===== config.mk =====
export PLATFORM = sky130hd
export DESIGN_NAME = tx_dac_formatter
export DESIGN_NICKNAME = d
export VERILOG_FILES = /design/src/rtl/tx_dac_formatter.sv
export SDC_FILE = /design/constraint.sdc
export NUM_CORES = 1
export LEC_CHECK = 0
export BUFFER_PORTS_ARGS = -buffer_cell sky130_fd_sc_hd__buf_2
export CAP_MARGIN = 10
export CORE_ASPECT_RATIO = 0.6
export CORE_UTILIZATION = 60
export DETAILED_ROUTE_END_ITERATION = 8
export GPL_TIMING_DRIVEN = 0
export MAX_ROUTING_LAYER = met4
export PLACE_DENSITY = 0.8
export SYNTH_ARGS = -nofsm -noshare
export SYNTH_HDL_FRONTEND = slang
export SYNTH_SLANG_ARGS = --single-unit

===== constraint.sdc =====
create_clock -name clock -period 7.1 [get_ports clock]
set_input_delay 0.355 -clock clock [delete_from_list [all_inputs] [get_ports clock]]
set_output_delay 0.355 -clock clock [all_outputs]
set_load 0.1 [all_outputs]

===== src/rtl/tx_dac_formatter.sv =====
// tx_dac_formatter: clips the FFE's four signed lanes to the DAC range, converts
// them to offset-binary and buffers them in a shared 4-lane FIFO. The FIFO then
// feeds the DAC through a valid/ready handshake, sequenced by
// IDLE / PRIME / STREAM / DRAIN.
//
// Optional feature: define TX_SAT_COUNT_EN to build the lane-clip event counter.
// Without it, io_sat_count is tied to zero.
//
// Handshake: the input side is valid-only and never stalls. A code set transfers
// to the DAC on every edge where io_dac_valid and io_dac_ready are both high.
// io_dac_valid does not depend on io_dac_ready.
module tx_dac_formatter #(
  parameter int IN_W      = 8,
  parameter int CLIP_LVL  = 100,
  parameter int DEPTH     = 8,
  parameter int PRIME_LVL = 4
) (
  input  logic            clock,
  input  logic            reset,
  input  logic            io_enable,
  input  logic            io_clear_status,
  input  logic            io_in_valid,
  input  logic [IN_W-1:0] io_in_bits_0,
  input  logic [IN_W-1:0] io_in_bits_1,
  input  logic [IN_W-1:0] io_in_bits_2,
  input  logic [IN_W-1:0] io_in_bits_3,
  input  logic            io_dac_ready,
  output logic            io_dac_valid,
  output logic [IN_W-1:0] io_dac_code_0,
  output logic [IN_W-1:0] io_dac_code_1,
  output logic [IN_W-1:0] io_dac_code_2,
  output logic [IN_W-1:0] io_dac_code_3,
  output logic [1:0]      io_state,
  output logic            io_overflow,
  output logic            io_underflow,
  output logic [15:0]     io_sat_count
);

  typedef enum logic [1:0] {
    S_IDLE   = 2'd0,
    S_PRIME  = 2'd1,
    S_STREAM = 2'd2,
    S_DRAIN  = 2'd3
  } state_t;

  localparam int AW = $clog2(DEPTH);
  localparam logic signed [IN_W-1:0] CLIP_POS  = CLIP_LVL[IN_W-1:0];
  localparam logic signed [IN_W-1:0] CLIP_NEG  = -CLIP_POS;
  localparam logic [IN_W-1:0]        MID_CODE  = {1'b1, {(IN_W-1){1'b0}}};
  localparam logic [AW:0]            FULL_CNT  = (AW+1)'(DEPTH);
  localparam logic [AW:0]            PRIME_CNT = (AW+1)'(PRIME_LVL);

  state_t                state_q;
  logic [AW-1:0]         wr_ptr_q, rd_ptr_q;
  logic [AW:0]           count_q, count_d;
  logic                  overflow_q, underflow_q;
  logic [4*IN_W-1:0]     mem_q [DEPTH];

  logic [IN_W-1:0]       lane_in   [4];
  logic [IN_W-1:0]       lane_code [4];
  logic [4*IN_W-1:0]     wr_data, rd_data;
  logic                  push_req, push, pop, drop, full, underflow_evt;

  assign lane_in[0] = io_in_bits_0;
  assign lane_in[1] = io_in_bits_1;
  assign lane_in[2] = io_in_bits_2;
  assign lane_in[3] = io_in_bits_3;

  // Per-lane clip, then offset-binary: adding 2^(IN_W-1) mod 2^IN_W flips the MSB
  always_comb begin
    logic [IN_W-1:0] clipped;
    clipped = '0;
    for (int i = 0; i < 4; i++) begin
      clipped = lane_in[i];
      if ($signed(lane_in[i]) > CLIP_POS)      clipped = CLIP_POS;
      else if ($signed(lane_in[i]) < CLIP_NEG) clipped = CLIP_NEG;
      lane_code[i] = {~clipped[IN_W-1], clipped[IN_W-2:0]};
    end
  end

  assign wr_data = {lane_code[3], lane_code[2], lane_code[1], lane_code[0]};
  assign rd_data = mem_q[rd_ptr_q];

  assign full          = (count_q == FULL_CNT);
  assign push_req      = io_in_valid && (state_q == S_PRIME || state_q == S_STREAM);
  assign io_dac_valid  = (state_q == S_STREAM || state_q == S_DRAIN) && (count_q != '0);
  assign pop           = io_dac_valid && io_dac_ready;
  // A full FIFO still accepts a push when a pop frees a slot on the same edge
  assign push          = push_req && (!full || pop);
  assign drop          = push_req && full && !pop;
  assign underflow_evt = (state_q == S_STREAM) && io_enable && (count_q == '0) && io_dac_ready;

  // Occupancy after this edge, before any flush
  always_comb begin
    count_d = count_q;
    if (push && !pop)      count_d = count_q + 1'b1;
    else if (!push && pop) count_d = count_q - 1'b1;
  end

  // FIFO storage; contents are only meaningful between the pointers
  always_ff @(posedge clock) begin
    if (push) mem_q[wr_ptr_q] <= wr_data;
  end

  // Sequencer, FIFO pointers/occupancy and sticky status flags
  always_ff @(posedge clock) begin
    if (reset) begin
      state_q     <= S_IDLE;
      wr_ptr_q    <= '0;
      rd_ptr_q    <= '0;
      count_q     <= '0;
      overflow_q  <= 1'b0;
      underflow_q <= 1'b0;
    end else begin
      if (push) wr_ptr_q <= wr_ptr_q + 1'b1;
      if (pop)  rd_ptr_q <= rd_ptr_q + 1'b1;
      count_q <= count_d;

      if (drop)                 overflow_q <= 1'b1;
      else if (io_clear_status) overflow_q <= 1'b0;
      if (underflow_evt)        underflow_q <= 1'b1;
      else if (io_clear_status) underflow_q <= 1'b0;

      case (state_q)
        S_IDLE: begin
          if (io_enable) state_q <= S_PRIME;
        end
        S_PRIME: begin
          if (!io_enable) begin
            state_q  <= S_IDLE;
            wr_ptr_q <= '0;
            rd_ptr_q <= '0;
            count_q  <= '0;
          end else if (count_d >= PRIME_CNT) begin
            state_q <= S_STREAM;
          end
        end
        S_STREAM: begin
          if (!io_enable)        state_q <= S_DRAIN;
          else if (underflow_evt) state_q <= S_PRIME;
        end
        S_DRAIN: begin
          if (io_enable)            state_q <= S_PRIME;
          else if (count_d == '0)   state_q <= S_IDLE;
        end
        default: state_q <= S_IDLE;
      endcase
    end
  end

  assign io_state      = state_q;
  assign io_overflow   = overflow_q;
  assign io_underflow  = underflow_q;
  assign io_dac_code_0 = io_dac_valid ? rd_data[IN_W-1:0]        : MID_CODE;
  assign io_dac_code_1 = io_dac_valid ? rd_data[2*IN_W-1:IN_W]   : MID_CODE;
  assign io_dac_code_2 = io_dac_valid ? rd_data[3*IN_W-1:2*IN_W] : MID_CODE;
  assign io_dac_code_3 = io_dac_valid ? rd_data[4*IN_W-1:3*IN_W] : MID_CODE;

`ifdef TX_SAT_COUNT_EN
  logic [15:0] sat_q;
  logic [2:0]  sat_inc;
  logic [16:0] sat_sum;

  // Number of lanes clipped in the current input set, and the saturating sum
  always_comb begin
    sat_inc = '0;
    for (int i = 0; i < 4; i++) begin
      if ($signed(lane_in[i]) > CLIP_POS || $signed(lane_in[i]) < CLIP_NEG)
        sat_inc = sat_inc + 3'd1;
    end
    sat_sum = {1'b0, sat_q} + {14'd0, sat_inc};
  end

  // Clip-event counter; clips arriving with a clear still get counted
  always_ff @(posedge clock) begin
    if (reset)                sat_q <= '0;
    else if (io_clear_status) sat_q <= push ? 16'(sat_inc) : 16'd0;
    else if (push)            sat_q <= sat_sum[16] ? 16'hFFFF : sat_sum[15:0];
  end

  assign io_sat_count = sat_q;
`else
  assign io_sat_count = '0;
`endif

endmodule


* Word level (Yosys, flattened, before mapping)
Memory sizes are Yosys's and may differ from the RTL's. A register that Yosys moved wholly into a read port is not among the register bits.
Index checks and enable logic that the tools add are counted.
W data, S select, Z words.
** Storage, ports and cells
- Flip-flop bits (word level) :: 14
- Output and inout port bits :: 53
- Input port bits :: 38
- Memories kept :: 1
- Bits in writable memories :: 256
** Memory list
- mem_q :: words 8, bits a word 32, read ports 1, clocked after memory_dff 1, write ports 1, RTL line 57 : logic [4*IN_W-1:0] mem_q [DEPTH];
** Cells by class
- $add $sub $neg :: 4
- $lt $le $gt $ge :: 9
- Reduce and logical (&&, ||, !) cells :: 24
- Equality and inequality tests :: 8
- Muxes and demuxes :: 36
- Bitwise gates (word level) :: 4
** Operator list (number)
- $mux W8 :: 12
- $gt A8 B8 Y1 const B :: 4
- $lt A8 B8 Y1 const B :: 4
- $mux W3 :: 7
- $mux W4 :: 4
- $mux W2 :: 7
- $logic_and A1 B1 Y1 :: 11
- $logic_not A4 Y1 :: 2
- $pmux W2 S4 :: 1
- $add A3 B1 Y3 const B :: 2
- $ne A3 B2 Y1 const B :: 2
- $mux W1 :: 5
- $add A4 B1 Y4 const B :: 1
- $eq A2 B2 Y1 const B :: 2
- $eq A4 B4 Y1 const B :: 1
- $ge A4 B3 Y1 const B :: 1
- $not A1 Y1 :: 4
- $reduce_and A4 Y1 :: 1
- $reduce_bool A2 Y1 :: 2
- $reduce_bool A4 Y1 :: 1
- $sub A4 B1 Y4 const B :: 1
- $logic_not A1 Y1 :: 3
- $logic_or A1 B1 Y1 :: 3
- $ne A3 B3 Y1 const B :: 1
- 3 further kinds :: 3

* Depth between registers and ports, before layout
Gate-level depths: netlist (run 1).
- Depth in word-level cells :: 14
- Gate-level depth with buffers :: 10
- Gate-level depth less buffers :: 9

* Worst setup path before layout (run 1)
OpenSTA, ideal clock, no wires.
- Path type :: register to register
- Start point :: reg state_q[0], in the netlist io_state[0]
- End point :: mem mem_q[4][0] (netlist name), enable pin
- Cell stages (with the launch flop) :: 7
- Data arrival time :: 5506 ps
- Path slack :: 1081 ps
- Cells stage by stage :: dfxtp_1 inv_1 ha_1 and2_1 clkbuf_1 o21ai_1 nor4b_1
** Between the ends
- Longest elaborated chain between the ends :: 8
- Elaborated cells between the ends (all ways) :: 12
** RTL lines
- start, declared :: RTL line 53 : state_t state_q;
- start signal, assigned :: RTL line 108 : state_q <= S_IDLE;
- start signal, assigned :: RTL line 126 : if (io_enable) state_q <= S_PRIME;
- start signal, assigned :: RTL line 130 : state_q <= S_IDLE;
- $eq A2 B2 Y1 (on tied branches) :: RTL line 85, 86
- $logic_or A1 B1 Y1 :: RTL line 86 : assign io_dac_valid = (state_q == S_STREAM || state_q == S_DRAIN) && (count_q != '0);
- $logic_and A1 B1 Y1 :: RTL line 86
- $logic_and A1 B1 Y1 :: RTL line 87 : assign pop = io_dac_valid && io_dac_ready;
- $logic_or A1 B1 Y1 :: RTL line 89 : assign push = push_req && (!full || pop);
- $logic_and A1 B1 Y1 * :: RTL line 89
- $mux W1 * :: RTL line 102 : if (push) mem_q[wr_ptr_q] <= wr_data;
- $mux W1 (not written as such) * :: RTL line 102
- end, declared :: RTL line 57
Mark *: on every way between the ends. The rest lies on a longest branch, timed or not.

* Final worst setup path (run 1)
- Start point :: reg count_q[0]
- End point :: out io_dac_code_2[6]
** Between the ends
- Longest elaborated chain between the ends :: 3
** RTL lines
- start, declared :: RTL line 55 : logic [AW:0] count_q, count_d;
- start signal, assigned :: RTL line 117 : count_q <= count_d;
- $reduce_bool A4 Y1 :: RTL line 86
- $logic_and A1 B1 Y1 :: RTL line 86
- $mux W8 :: RTL line 156 : assign io_dac_code_2 = io_dac_valid ? rd_data[3*IN_W-1:2*IN_W] : MID_CODE;
- end, declared :: RTL line 31 : output logic [IN_W-1:0] io_dac_code_2,
Every way passes these cells.

==> results.sh, run 1 <==
export IMPL_cts_path_max_buffers=3
export IMPL_clkSinkCount=270
export IMPL_die_w_um=179
export IMPL_hold_viol_final=0
export IMPL_path_max_fanout=10
export IMPL_yosys_area_top_type="edfxtp_1"
export IMPL_post_route_period_util_pct=53.9
export IMPL_arrival_ns=3.47
export IMPL_path_cells="inv_1, ha_1, or3b_1, o21ai_0, clkbuf_1, clkbuf_1, nor2_1, buf_2"
export IMPL_port_buffers=74
export IMPL_cts_tree="yes"
export IMPL_dp_cells=990
export IMPL_grt_pass1_wl_um=36300
export IMPL_met1_length_um=9890
export IMPL_route_detailed_drc=0
export IMPL_worst_setup_path_start_kind="flop"
export IMPL_die_area_um2=19300
export IMPL_drt_iter0_drc=707
export IMPL_worst_pin_slew_ns=0.988
export IMPL_grt_usage_pct=27.1
export IMPL_cts_root_buffer="clkbuf_16"
export IMPL_instances_no_fill=1034
export IMPL_max_freq_ghz=0.261
export IMPL_worst_r2r_path_depth=9
export IMPL_irDropWorstVdd_v=0.000242
export IMPL_drt_total_wl_um=24200
export IMPL_slew_headroom_pct=34.1
export IMPL_pre_cts_ws_ns=3.71
export IMPL_synth_commonest_cells="edfxtp_1 (256), nor2_1 (67), mux4_2 (64)"
export IMPL_antenna_left=0
export IMPL_crit_reg2reg_launch="io_state[0]"
export IMPL_wl_per_cell_um=23.4
export IMPL_synth_ff_type="edfxtp_1"
export IMPL_path_clk_slew_ns=0.06
export IMPL_synthArstFlopShare_pct=0
export IMPL_sequentialPowerShare_pct=45.8
export IMPL_synth_most_common_cell="edfxtp_1"
export IMPL_multi_input_area_um2=3070
export IMPL_p_clk_share_pct=34.2
export IMPL_cp_slowest_cell="clkbuf_1"
export IMPL_path_common_cell="clkbuf_1"
export IMPL_switching_share_pct=28.2
export IMPL_syn_inst=628
export IMPL_fin_crit_ns=3.83
export IMPL_crit_buf_inv=4
export IMPL_hold_class="primary input to flop"
export IMPL_setup_viol=0
export IMPL_initial_core_util_pct=61.8
export IMPL_antenna_found_initial=1
export IMPL_viasPerCell=6.12
export IMPL_clk_latency_ns=0.51
export IMPL_regArea_um2=7970
export IMPL_wl_met2_um=11500
export IMPL_rrSetupSlack_ns=3.76
export IMPL_core_rowCount=38
export IMPL_hold_depth=2
export IMPL_whs_endpoint="io_underflow"
export IMPL_hpwlAfterDp_um=16500
export IMPL_postCtsHoldBufs=0
export IMPL_crit_family="buffers and inverters"
export IMPL_gp_congestion=0.857
export IMPL_comb_power_share_pct=20.0
export IMPL_dr_max_layer_used="met4"
export IMPL_internal_power_uw=2970
export IMPL_crit_required_ns=6.74
export IMPL_cts_resized=0
export IMPL_critical_path_class="flop to primary output"
export IMPL_postLayoutSetupSlackWorst_ns=3.27
export IMPL_grt_pass1_vias=6310
export IMPL_synthDominantCellAreaShare_pct=68.5
export IMPL_n_fill_cell=1060
export IMPL_final_area_um2=13200
export IMPL_yosysWarnings=0
export IMPL_core_um2=18200
export IMPL_dpl_cell_area_um2=12300
export IMPL_drt_pass1_iterations=5
export IMPL_ys_types=46
export IMPL_post_cts_buffers=0
export IMPL_drive_above_1_share_pct=31.1
export IMPL_finClkSkew_ns=0.00724
export IMPL_crit_path_end_kind="primary output"
export IMPL_die_y_um=108
export IMPL_powerDensity_nw_per_um2=314
export IMPL_grt_max_degree=22
export IMPL_vias=6332
export IMPL_outcome="finished clean"
export IMPL_synthToLayoutAreaGrowth_pct=17.6
export IMPL_nets=827
export IMPL_setup_tns_ns=0
export IMPL_ys_seq_area_share_pct=71.0
export IMPL_syn_cell_area_um2=11200
export IMPL_slew_violations=0
export IMPL_r2r_end="mem_q[4][30]"
export IMPL_io_pin_count=91
export IMPL_syn_area_per_cell_um2=17.9
export IMPL_drv_cap=0
export IMPL_hp_start="reset"
export IMPL_rsz0062_at_grt="false"
export IMPL_cts_max_level=1
export IMPL_cpPeakStageDelay_ns=0.57
export IMPL_cts_buffers=24
export IMPL_wl_met3_um=2320
export IMPL_p_leak_uw=0.00456
export IMPL_synth_edf_count=256
export IMPL_p_sw_uw=1170
export IMPL_grt_ovfl_total=0
export IMPL_synth_top_cells_by_area="edfxtp_1 (69%), mux4_2 (13%), mux2i_1 (2.9%)"
export IMPL_synth_seq_cells=270
-- metal layers --
layer / up-vias / track usage (%)
met5: - / -
met4: 0 / 6.42
met1: 3205 / 37.2
met2: 344 / 42.5
li1: 2739 / -
met3: 44 / 5.40
-- worst max path at each step --
stage                     depth (start not counted)                to  slack (ns)   startpoint
after floorplan                                   6       mem_q[4][0]        1.08  io_state[0]
after global placement                            6       mem_q[1][0]       -1.48  io_state[0]
after detailed placement                          9      mem_q[4][30]        3.71  io_state[0]
after CTS                                         8  io_dac_code_3[5]        3.26   count_q[0]
after global routing                              8  io_dac_code_2[6]        3.04   count_q[0]
final                                             8  io_dac_code_2[6]        3.27   count_q[0]
-- layout make-up --
cell class | count | share of cell area, %
sequential | 270 | 60.4
multi-input combinational | 317 | 23.3
timing repair buffer | 107 | 5.35
clock inverter | 16 | 1.75
inverter | 15 | 0.427
clock buffer | 27 | 4.80
antenna | 1 | 0.0190
tap | 240 | 2.28
buffer | 41 | 1.68
-- registers in the layout, indices dropped and copies added, names as in the netlist --
name / count
io_underflow: 1
mem_q: 256
io_state: 2
rd_ptr_q: 3
count_q: 4
wr_ptr_q: 3
io_overflow: 1
-- worst reg2reg max path, cell delays in order, from the launching register on --
cell,delay [ns]
dfxtp_1,0.42
inv_1,0.15
ha_1,0.33
and2_1,0.12
clkbuf_1,0.20
o21ai_1,0.30
nor4b_2,0.89
buf_6,0.25
buf_4,0.19
buf_4,0.19
-- power groups by stage --
stage                     Sequential (uW)  Combinational [uW]  Clock (uW)
after global placement               1940                 754           0
final                                1890                 829        1410
after floorplan                      1960                 577           0
after global routing                 1900                 884        1480
after CTS                            1890                 829        1430
after detailed placement             1930                 822           0
-- logic make-up (layout without fill, tap and decap cells) --
family	Yosys count	after routing	synth area share [%]
mux	96	96	15.7
compound gates	49	49	3.15
flops	270	270	71.0
other cells	1	17	0.0334
xor+xnor	5	5	0.391
buf+inv	56	206	2.48
fa+ha+maj	13	13	1.45
simple gates	138	138	5.76
-- metrics by stage --
step                power (uW)  utilization (%)  hold WS (ns)
detailed placement        2750             67.9         0.489
global route              4270             72.6        0.0688
finish                    4140             72.6        0.0753
global placement          2690             65.8         0.453
CTS                       4150             72.6        0.0631
floorplan                 2540                -         0.424
-- placed cells by master (no fill, tap or decap), types with 6 or more instances in the layout --
master and n:
nand2_1 28, o21ai_0 8, nor2_1 66, clkbuf_16 25, mux4_2 64, mux2i_1 32, and2_1 10, conb_1 16
or3_1 7, clkinv_2 6, buf_2 80, edfxtp_1 256, a21oi_1 7, dfxtp_1 14, inv_1 15, buf_6 16
bufinv_16 6, clkbuf_1 15, buf_1 6, ha_1 13, buf_4 30, a21o_1 11, a211oi_1 6
Note: power is estimated with default switching activity, not from simulation.
==> inputs of run 2 (changes only) <==
==> constraint.sdc (replaced) <==
create_clock -name clock -period 3.9 [get_ports clock]
set_input_delay 0.195 -clock clock [delete_from_list [all_inputs] [get_ports clock]]
set_output_delay 0.195 -clock clock [all_outputs]
set_load 0.1 [all_outputs]
==> run 2 against run 1 <==
Effect of this change:
- worst setup slack lost 3.1 ns
- clock power up 62%
- core utilization shrank 0.096 points
- clock-buffer cell count increased by 5
- first-iteration DRC count down 8.8%
- sequential power increased by 83%
- power grew 76%
- sequential cell count stayed put
- clock skew rose by 0.0061 ns
- combinational power increased by 85%
- cell count shrank 1.2%
- global-route usage is 0.25 points higher
- critical path type unchanged
- largest power group unchanged
- highest routed layer unchanged
==> results.sh, run 2 (same netlist as run 1, synthesis figures left out) <==
export IMPL_cp_slowest_cell="clkbuf_1"
export IMPL_rsz0062_at_grt="false"
export IMPL_grt_pass1_wl_um=36600
export IMPL_vias=6246
export IMPL_crit_path_end_kind="primary output"
export IMPL_viasPerCell=6.11
export IMPL_layout_common_cells="edfxtp_1 (256), buf_2 (80), nor2_1 (66), mux4_2 (64), mux2i_1 (32)"
export IMPL_largest_reg_flops=256
export IMPL_grt_pass1_vias=6349
export IMPL_critical_path_class="flop to primary output"
export IMPL_drv_cap=0
export IMPL_route_detailed_drc=0
export IMPL_core_rowCount=38
export IMPL_setup_viol=0
export IMPL_slew_violations=0
export IMPL_worst_pin_slew_ns=1.14
export IMPL_post_route_period_util_pct=94.5
export IMPL_diodes=0
export IMPL_gr_usage_met2_pct=42.1
export IMPL_cts_resized=0
export IMPL_clk_latency_ns=0.51
export IMPL_grt_ovfl_total=0
export IMPL_crit_family="buffers and inverters"
export IMPL_cts_tree="yes"
export IMPL_outcome="finished clean"
export IMPL_wl_per_cell_um=23.7
export IMPL_hold_depth=2
export IMPL_drt_pass1_iterations=5
export IMPL_final_common_cell="edfxtp_1"
export IMPL_max_freq_ghz=0.271
export IMPL_grt_max_degree=22
export IMPL_post_cts_buffers=0
export IMPL_irDropWorstVdd_v=0.000311
export IMPL_hold_class="primary input to flop"
export IMPL_p_leak_uw=0.00447
export IMPL_die_area_um2=19300
export IMPL_gp_congestion=0.877
export IMPL_slew_headroom_pct=23.4
export IMPL_drive_above_1_share_pct=29.0
export IMPL_path_max_fanout=10
export IMPL_rrSetupSlack_ns=0.55
export IMPL_clkSinkCount=270
export IMPL_n_fill_cell=1109
export IMPL_initial_core_util_pct=61.8
export IMPL_top_register="mem_q"
export IMPL_die_y_um=108
export IMPL_arrival_ns=3.49
export IMPL_fin_crit_ns=3.69
export IMPL_worst_setup_path_start_kind="flop"
export IMPL_cts_buffers=24
export IMPL_path_clk_slew_ns=0.07
export IMPL_hold_viol_final=0
export IMPL_io_pin_count=91
export IMPL_use_met1_pct=39.9
export IMPL_path_cells="inv_1, ha_1, or3b_1, o21ai_0, clkbuf_1, clkbuf_1, nor2_1, buf_2"
export IMPL_synthToLayoutAreaGrowth_pct=17.4
export IMPL_cpPeakStageDelay_ns=0.63
export IMPL_powerDensity_nw_per_um2=552
export IMPL_die_w_um=179
export IMPL_use_met3_pct=4.20
export IMPL_cts_max_level=1
export IMPL_hpwlAfterDp_um=15800
export IMPL_postCtsHoldBufs=3
export IMPL_cts_path_max_buffers=3
export IMPL_top_regs="mem_q x256, count_q x4"
export IMPL_grt_busiest_layer="met2"
export IMPL_drt_total_wl_um=24200
export IMPL_grt_usage_pct=27.3
export IMPL_nets=815
export IMPL_worst_r2r_path_depth=9
export IMPL_dpl_cell_area_um2=12400
export IMPL_cts_root_buffer="clkbuf_16"
export IMPL_final_area_um2=13200
export IMPL_p_total_uw=7280
export IMPL_drt_iter0_drc=645
export IMPL_port_buffers=74
export IMPL_antenna_left=0
export IMPL_antenna_found_initial=0
export IMPL_crit_buf_inv=4
export IMPL_crit_required_ns=3.70
export IMPL_finClkSkew_ns=0.0133
export IMPL_path_depth=8
export IMPL_path_common_cell="clkbuf_1"
export IMPL_core_um2=18200
-- run 2: final cells by class --
class / count / area [um2] / area share [%]
Buffer: 41 / 221 / 1.68
Clock buffer: 32 / 652 / 4.95
Clock inverter: 12 / 110 / 0.836
Inverter: 15 / 56.3 / 0.427
Multi-Input combinational cell: 317 / 3120 / 23.7
Sequential cell: 270 / 7970 / 60.5
Tap cell: 240 / 300 / 2.28
Timing Repair Buffer: 95 / 741 / 5.62
-- run 2: stage by stage --
step | utilization [%] | setup TNS (ns) | cells | hold slack (ns) | setup WS [ns]
floorplan | - | -51.30 | 643 | 0.264 | -0.574
global placement | 66.0 | -251.28 | 957 | 0.422 | -1.60
detailed placement | 68.2 | 0 | 975 | 0.430 | 0.634
CTS | 72.5 | 0 | 1022 | 0.155 | 0.201
global route | 72.5 | 0 | 1022 | 0.186 | 0.0310
finish | 72.5 | 0 | 1022 | 0.170 | 0.214
-- run 2: worst paths after layout --
path                                 startpoint                to
worst max register to register      io_state[0]       io_state[0]
worst min register to register      io_state[1]       io_state[1]
worst max-delay path                 count_q[0]  io_dac_code_2[6]
worst min-delay path            io_in_bits_0[0]       mem_q[7][0]
-- run 2: where the power goes --
group	switching (uW)	leakage [uW]	internal, uW	total, uW
clock network	983	0.000367	1310	2290
registers	63.6	0.00243	3390	3450
logic	1070	0.00167	460	1530
total	2120	0.00447	5160	7280
-- run 2: per-layer routing --
metal	up-vias	wire length, um	part of all wire [%]
li1	2726	-	-
met2	295	11500	47
met4	0	332	1.4
met5	-	0	0
met1	3192	10400	43
met3	33	1970	8.1
